### src/rtl/mem_rw_bank.sv
// Single-clock memory bank: one byte-enabled write port, one registered read port,
// selectable read-during-write policy and an optional zero-fill after reset.
module mem_rw_bank #(
    parameter int DATA_W         = 8,
    parameter int DEPTH          = 256,
    parameter int ADDR_W         = $clog2(DEPTH),
    parameter bit RDW_MODE       = 1'b0,
    parameter bit CLEAR_ON_RESET = 1'b1
) (
    input  logic                clk,
    input  logic                rst_n,
    input  logic                wr_en,
    input  logic [ADDR_W-1:0]   wr_addr,
    input  logic [DATA_W-1:0]   wr_data,
    input  logic [DATA_W/8-1:0] wr_be,
    input  logic                rd_en,
    input  logic [ADDR_W-1:0]   rd_addr,
    output logic                rd_valid,
    output logic [DATA_W-1:0]   rd_data,
    output logic                ready,
    output logic                init_busy,
    output logic                err
);
    // state | meaning
    // CLEAR | zero-filling the array one word per cycle, requests ignored
    // RUN   | servicing one read and one write per cycle

    localparam int                NBYTES    = DATA_W / 8;
    localparam logic [ADDR_W:0]   DEPTH_X   = (ADDR_W + 1)'(DEPTH);
    localparam logic [ADDR_W-1:0] LAST_ADDR = ADDR_W'(DEPTH - 1);

    typedef enum logic {CLEAR, RUN} state_t;
    localparam state_t RST_STATE = CLEAR_ON_RESET ? CLEAR : RUN;

    state_t              state, state_nxt;
    logic [ADDR_W-1:0]   ptr, ptr_nxt;
    logic [DATA_W-1:0]   mem [DEPTH];
    logic                wr_oor, rd_oor, wr_acc, rd_acc, wr_hit;
    logic [DATA_W-1:0]   rd_word, rd_merged;

    // ready/init_busy decode straight from the state flop, so they stay registered
    assign ready     = (state == RUN);
    assign init_busy = (state == CLEAR);

    assign wr_oor = {1'b0, wr_addr} >= DEPTH_X;
    assign rd_oor = {1'b0, rd_addr} >= DEPTH_X;
    assign wr_acc = ready && wr_en;
    assign rd_acc = ready && rd_en;
    assign wr_hit = wr_acc && !wr_oor;

    always_ff @(posedge clk or negedge rst_n) begin
        if (!rst_n) begin
            state <= RST_STATE;
            ptr   <= '0;
        end else begin
            state <= state_nxt;
            ptr   <= ptr_nxt;
        end
    end

    always_comb begin
        state_nxt = state;
        ptr_nxt   = ptr;
        if (state == CLEAR) begin
            if (ptr == LAST_ADDR) begin
                state_nxt = RUN;
                ptr_nxt   = '0;
            end else begin
                ptr_nxt = ptr + ADDR_W'(1);
            end
        end
    end

    // array contents are deliberately not reset; the clear engine owns initialisation
    always_ff @(posedge clk) begin
        if (init_busy) begin
            mem[ptr] <= '0;
        end else if (wr_hit) begin
            for (int i = 0; i < NBYTES; i++) begin
                if (wr_be[i]) mem[wr_addr][8*i +: 8] <= wr_data[8*i +: 8];
            end
        end
    end

    always_comb begin
        rd_word = '0;
        if (!rd_oor) rd_word = mem[rd_addr];
        rd_merged = rd_word;
        if (RDW_MODE && wr_hit && (wr_addr == rd_addr)) begin
            for (int i = 0; i < NBYTES; i++) begin
                if (wr_be[i]) rd_merged[8*i +: 8] = wr_data[8*i +: 8];
            end
        end
    end

    always_ff @(posedge clk or negedge rst_n) begin
        if (!rst_n) begin
            rd_valid <= 1'b0;
            rd_data  <= '0;
            err      <= 1'b0;
        end else begin
            rd_valid <= rd_acc;
            err      <= (wr_acc && wr_oor) || (rd_acc && rd_oor);
            if (rd_acc) rd_data <= rd_merged;
        end
    end

endmodule

### config.mk
export PLATFORM = sky130hd
export DESIGN_NAME = mem_rw_bank
export DESIGN_NICKNAME = d
export VERILOG_FILES = /design/src/rtl/mem_rw_bank.sv
export SDC_FILE = /design/constraint.sdc
export NUM_CORES = 2
export LEC_CHECK = 0
export ABC_AREA = 1
export BUFFER_PORTS_ARGS = -buffer_cell sky130_fd_sc_hd__clkbuf_2
export CORE_UTILIZATION = 40
export CTS_BUF_LIST = sky130_fd_sc_hd__clkbuf_2 sky130_fd_sc_hd__clkbuf_4 sky130_fd_sc_hd__clkbuf_8
export DETAILED_ROUTE_END_ITERATION = 8
export GPL_TIMING_DRIVEN = 1
export PLACE_DENSITY = 0.65
export SYNTH_ARGS = -nofsm -noshare
export SYNTH_HDL_FRONTEND = slang
export SYNTH_SLANG_ARGS = --single-unit
### constraint.sdc
create_clock -name clk -period 7.6 [get_ports clk]
set_input_delay 0.38 -clock clk [delete_from_list [all_inputs] [get_ports clk]]
set_output_delay 0.38 -clock clk [all_outputs]
set_load 0.02 [all_outputs]
# Yosys cells after proc, flatten, opt, wreduce, memory -nomap -nowiden
# Memories as Yosys holds them, arrays and structs flattened. A register that Yosys moved wholly into a read port is not among the register bits.
# Cells that the tools add are included.
[classes]
add_sub_neg = 1
eq_ne = 1
n_mux = 11
bitwise = 1
reduce_logical = 4
[ops]
columns = ["cell", "n"]
rows = [
  ["$mux W8", 3],
  ["$add A8 B1 Y8 const B", 1],
  ["$eq A8 B8 Y1 const B", 1],
  ["$mux W1", 8],
  ["$reduce_or A8 Y1", 1],
  ["$logic_and A1 B1 Y1", 2],
  ["$logic_not A1 Y1", 1],
  ["$not A1 Y1", 1],
]
[totals]
ff_bits = 10
ramBits = 2048
input_bits = 29
output_inout_bits = 12
elab_cells = 22
memories = 1
[memory_table]
columns = ["memory", "depth", "width", "rd", "rd_clocked_by_memory_dff", "write_ports", "line_no", "source"]
rows = [
  ["mem", 256, 8, 1, 1, 1, "37", "logic [DATA_W-1:0] mem [DEPTH];"],
]

# Longest topological paths before layout
[depth]
depth_word = 6
mapped_depth = 15
mapped_depth_nobuf = 11

# Worst setup path before layout
# Ideal clock, no wire load.
[synth_path]
path_type = "reg2reg"
from = "reg state, in the netlist ready"
to = "mem mem[0][0] (data pin)"
setup_time_ns = 1.389
arrival_time_ns = 6.787
t_required_ns = 6.211
path_slack_ns = -0.576
stages_incl_launch_ff = 5
path_buffers = 2
synth_period_minus_slack_ns = 8.176
cell_sequence = "dfrtp_1 -> buf_6 -> nand3_4 -> buf_2 -> nor2_1"
[synth_between]
elab_chain_len = 6
[synth_rtl]
columns = ["item", "line_no", "source"]
rows = [
  ["from (decl)", "35", "state_t state, state_nxt;"],
  ["from (signal assigned)", "56", "state <= state_nxt;"],
  ["$logic_and A1 B1 Y1", "47", "assign wr_acc = ready && wr_en;"],
  ["$mux W1", "78", "end else if (wr_hit) begin"],
  ["$mux W1 (*)", "76", "if (init_busy) begin"],
  ["$mux W1 (implied by the code) (*)", "80", "if (wr_be[i]) mem[wr_addr][8*i +: 8] <= wr_data[8*i +: 8];"],
  ["$reduce_or A8 Y1 (no source line) (*)", "n/a", ""],
  ["$mux W8 (no source line) (*)", "n/a", ""],
  ["to (decl)", "37", ""],
]
# Every way passes the cells marked *; elsewhere a longest branch is shown, timed or not.

# Final worst setup path
[layout_path]
from = "reg state, in the netlist ready"
to = "mem mem[3][0], enable pin"
[layout_between]
elab_chain_len = 6
elab_cells_between_ends = 8
cone_classes = "mux (6); reduce/logical (2)"
[layout_rtl]
columns = ["item", "line_no"]
rows = [
  ["$logic_and A1 B1 Y1", "47"],
  ["$mux W1", "78"],
  ["$mux W1", "76"],
  ["$mux W1 (implied by the code)", "80"],
  ["$reduce_or A8 Y1 (no source line)", "n/a"],
  ["$mux W8 (no source line) or $mux W1 (tied branches)", "n/a"],
]
# Parallel ways exist; a longest one is shown, timed or not.

==> flow_summary.yaml <==
worst_setup_path:
  critPathSlowestCell: "nor2_1"
  endpoint_kind: "flop"
  reg2reg_setup_slack_ns: 3.17
  reg2regPathDepth: 6
  r2r-end: "mem[3][0]"
  cp_cell_sequence: "nand3_4 -> nand2_1 -> o21ai_4 -> nor2_1 -> nand2_1 -> nor2_1"
  critical_path_arrival_ns: 5.07
  rr_startpoint: "ready"
  cp_max_fo: 25
  crit_type: "flop to flop"
  cp_data_required_time_ns: 8.25
  startpoint_type: "flop"
  worst-path-stages: 6
  critPathMaxStageDelay_ns: 1.06
  crit_family: "simple AND/OR/NAND/NOR gates"
  crit_buf_inv: 0
power:
  p_int_mw: 17.6
  power.switching_mw: 5.14
  p_per_area_nw_per_um2: 245
  ir_drop_uv: 164
  comb_power_share_pct: 5.1
  power.leakage_nw: 30.9
  netSwitchingFraction_pct: 22.6
  seqPwrFrac_pct: 54.3
  pwr-share-clk_pct: 40.5
die:
  placeableCoreArea_um2: 208000
  pin_count: 41
  fp.dieH_um: 460
  die_area_um2: 212000
  initial_core_util_pct: 40.4
  fp-row-count: 167
  die_w_um: 460
placement:
  portBuffers: 39
  dpl.cell_count: 9517
  place_ws_ns: 3.30
  hpwl_um: 124000
  gp_routability_congestion: 0.884
synthesis:
  synthesis.instances: 7096
  synth_area_per_cell_um2: 11.8
  syn_nets: 7126
  synth_cell_types: 29
  synth.yosys.warnings: 0
  ys_ff_latch: 2066
  ys_seq_area_share_pct: 73.7
  synth.cell_area_um2: 84100
hold_path:
  hold_path.class: "input port to flop"
  min_to: "mem[229][2]"
  min_path_cells: 4
  hp-start: "wr_data[2]"
routing:
  wl_um: 227000
  wl_per_cell_um: 22.5
  route.detailed.drc: 0
  vias_per_cell: 5.48
  vias: 55362
  ant_nets: 0
  dr.pass1.iters: 6
  drt_iter0_markers: 6256
timing:
  layout_setup_ws_ns: 3.17
  rsz0062_at_grt: "false"
  slew_headroom_pct: 16.9
  hold_violations: 0
  period_minus_slack_ns: 4.43
  worstMarginPinSlew_ns: 1.25
  fmax_mhz: 226
  finalSetupViolations: 0
  slew_violations: 0
  finalCritPeriodShare_pct: 58.3
  skew_ns: 0.0666
grt:
  antenna_found_initial: 6
  grt_pass1_wl_um: 340000
  first_global_vias: 53743
  grt.total_usage_pct: 21.3
  gr-total-overflow: 0
  grt_max_degree: 210
clock_network:
  path_clk_slew_ns: 0.06
  cts-root-buf: "clkbuf_8"
  cts_num_sinks: 2066
  ctsLongestPathBuffers: 4
  cts_buffers: 341
  clkLatencyLatePin_ns: 1.03
  cts_resized: 0
  htree_levels: 5
  cts_tree: "yes"
finish:
  area_growth_pct: 10.2
  drive_above_1_share_pct: 8.91
  final_cells: 10109
  nNetsFinal: 7111
run:
  drv_cap: 0
status:
  status: "complete, no violations"
[Yosys cell counts, drive strengths merged]
library cell | number | area [um^2]
edfxtp | 2048 | 61500
nor3b | 1 | 7.51
nor3 | 3 | 20.0
nor2 | 300 | 1140
clkinv | 1 | 3.75
buf | 394 | 2050
inv | 62 | 233
dfrtp | 18 | 450
nand4 | 1 | 6.26
clkbuf | 92 | 349
xor2 | 4 | 35.0
o21ai | 9 | 67.6
conb | 1 | 3.75
a21oi | 2 | 10.0
ha | 1 | 12.5
nand2 | 2114 | 7940
nand3 | 2044 | 10200
o22ai | 1 | 6.26
[layout make-up]
cell class                 count  area (um^2)
fill                       18762       115000
sequential                  2066        61900
multi-input combinational   4481        19600
clock buffer                 459         5640
tap                         2788         3490
timing repair buffer         128         1110
clock inverter               122          629
inverter                      63          262
antenna                        2         5.00
[cell usage in the layout (no fill, tap or decap), types with 3 or more instances in the layout]
master	count
edfxtp_1	2048
clkbuf_2	34
clkbuf_8	351
nand3_1	2043
inv_8	3
clkbuf_4	108
nand2_1	2111
o21ai_0	5
clkinv_2	32
inv_2	4
buf_12	15
nor2_4	8
clkinv_1	80
inv_1	54
buf_8	3
clkinvlp_4	7
o21ai_2	3
nor2_1	287
dlygate4sd3_1	9
buf_4	66
dfrtp_1	18
nor2_2	5
bufinv_16	4
nand2_2	3
xor2_1	4
[timing repair]
action / CTS / global route
hold endpoints to repair: 84 / 0
buffers inserted: 0 / 0
hold buffers: 9 / 0
[how the worst max path moves through the flow]
stage / from / endpoint / slack (ns)
after global placement: rd_addr[1] / rd_data[7] / 3.35
after CTS: ready / mem[3][4] / 3.30
after floorplan: ready / mem[0][0] / -0.58
after global routing: ready / mem[194][4] / 3.12
after detailed placement: ready / mem[203][6] / 3.30
final: ready / mem[3][0] / 3.17
[stage by stage]
step | power, mW | TNS (ns) | hold slack (ns) | instance area, um^2 | utilization, %
finish | 22.7 | 0 | 0.0590 | 92600 | 44.6
global route | 23.4 | 0 | 0.0468 | 92600 | 44.6
CTS | 22.8 | 0 | 0.00132 | 92600 | 44.6
detailed placement | 13.7 | 0 | 0.414 | 86300 | 41.5
global placement | 13.7 | 0 | 0.406 | 86300 | 41.5
floorplan | 13.4 | -1179.85 | 0.0844 | 84100 | -
[state kept, by name, summed over array words and instances (netlist names)]
register and cells:
ready 1, mem 2048, rd_valid 1, rd_data 8, ptr 8
[power groups by stage]
| stage | Clock, mW | Combinational, mW | Sequential (mW) |
|---|---|---|---|
| after floorplan | 0 | 0.802 | 12.6 |
| after global placement | 0 | 1.13 | 12.6 |
| after detailed placement | 0 | 1.15 | 12.6 |
| after CTS | 9.33 | 1.15 | 12.3 |
| after global routing | 9.82 | 1.28 | 12.3 |
| final | 9.21 | 1.17 | 12.3 |
[kinds of logic after synthesis]
kind of cell	synth area share [%]
AOI/OAI and AO/OA	0.0997
xor gates and xnor gates	0.0417
adders and majority gates	0.0149
buffers and inverters	3.13
DFF	73.7
other	0.00446
and+or+nand+nor	23.0
[worst register-to-register path, delay by kind of cell (launching register included)]
kind | cells | cell delay (ns)
flip-flops | 1 | 0.56
AND/OR/NAND/NOR | 5 | 3.34
AO/OA/AOI/OAI | 1 | 0.14
[per-layer routing]
layer  GRT usage (%)  wire, um  vias up
met4            9.67      9900        4
li1                -         -    25147
met1            28.2     89400    26886
met3            4.13     20900      494
met5               0        22        -
met2            33.8    107000     2831
Note: power is estimated with default switching activity, not from simulation.
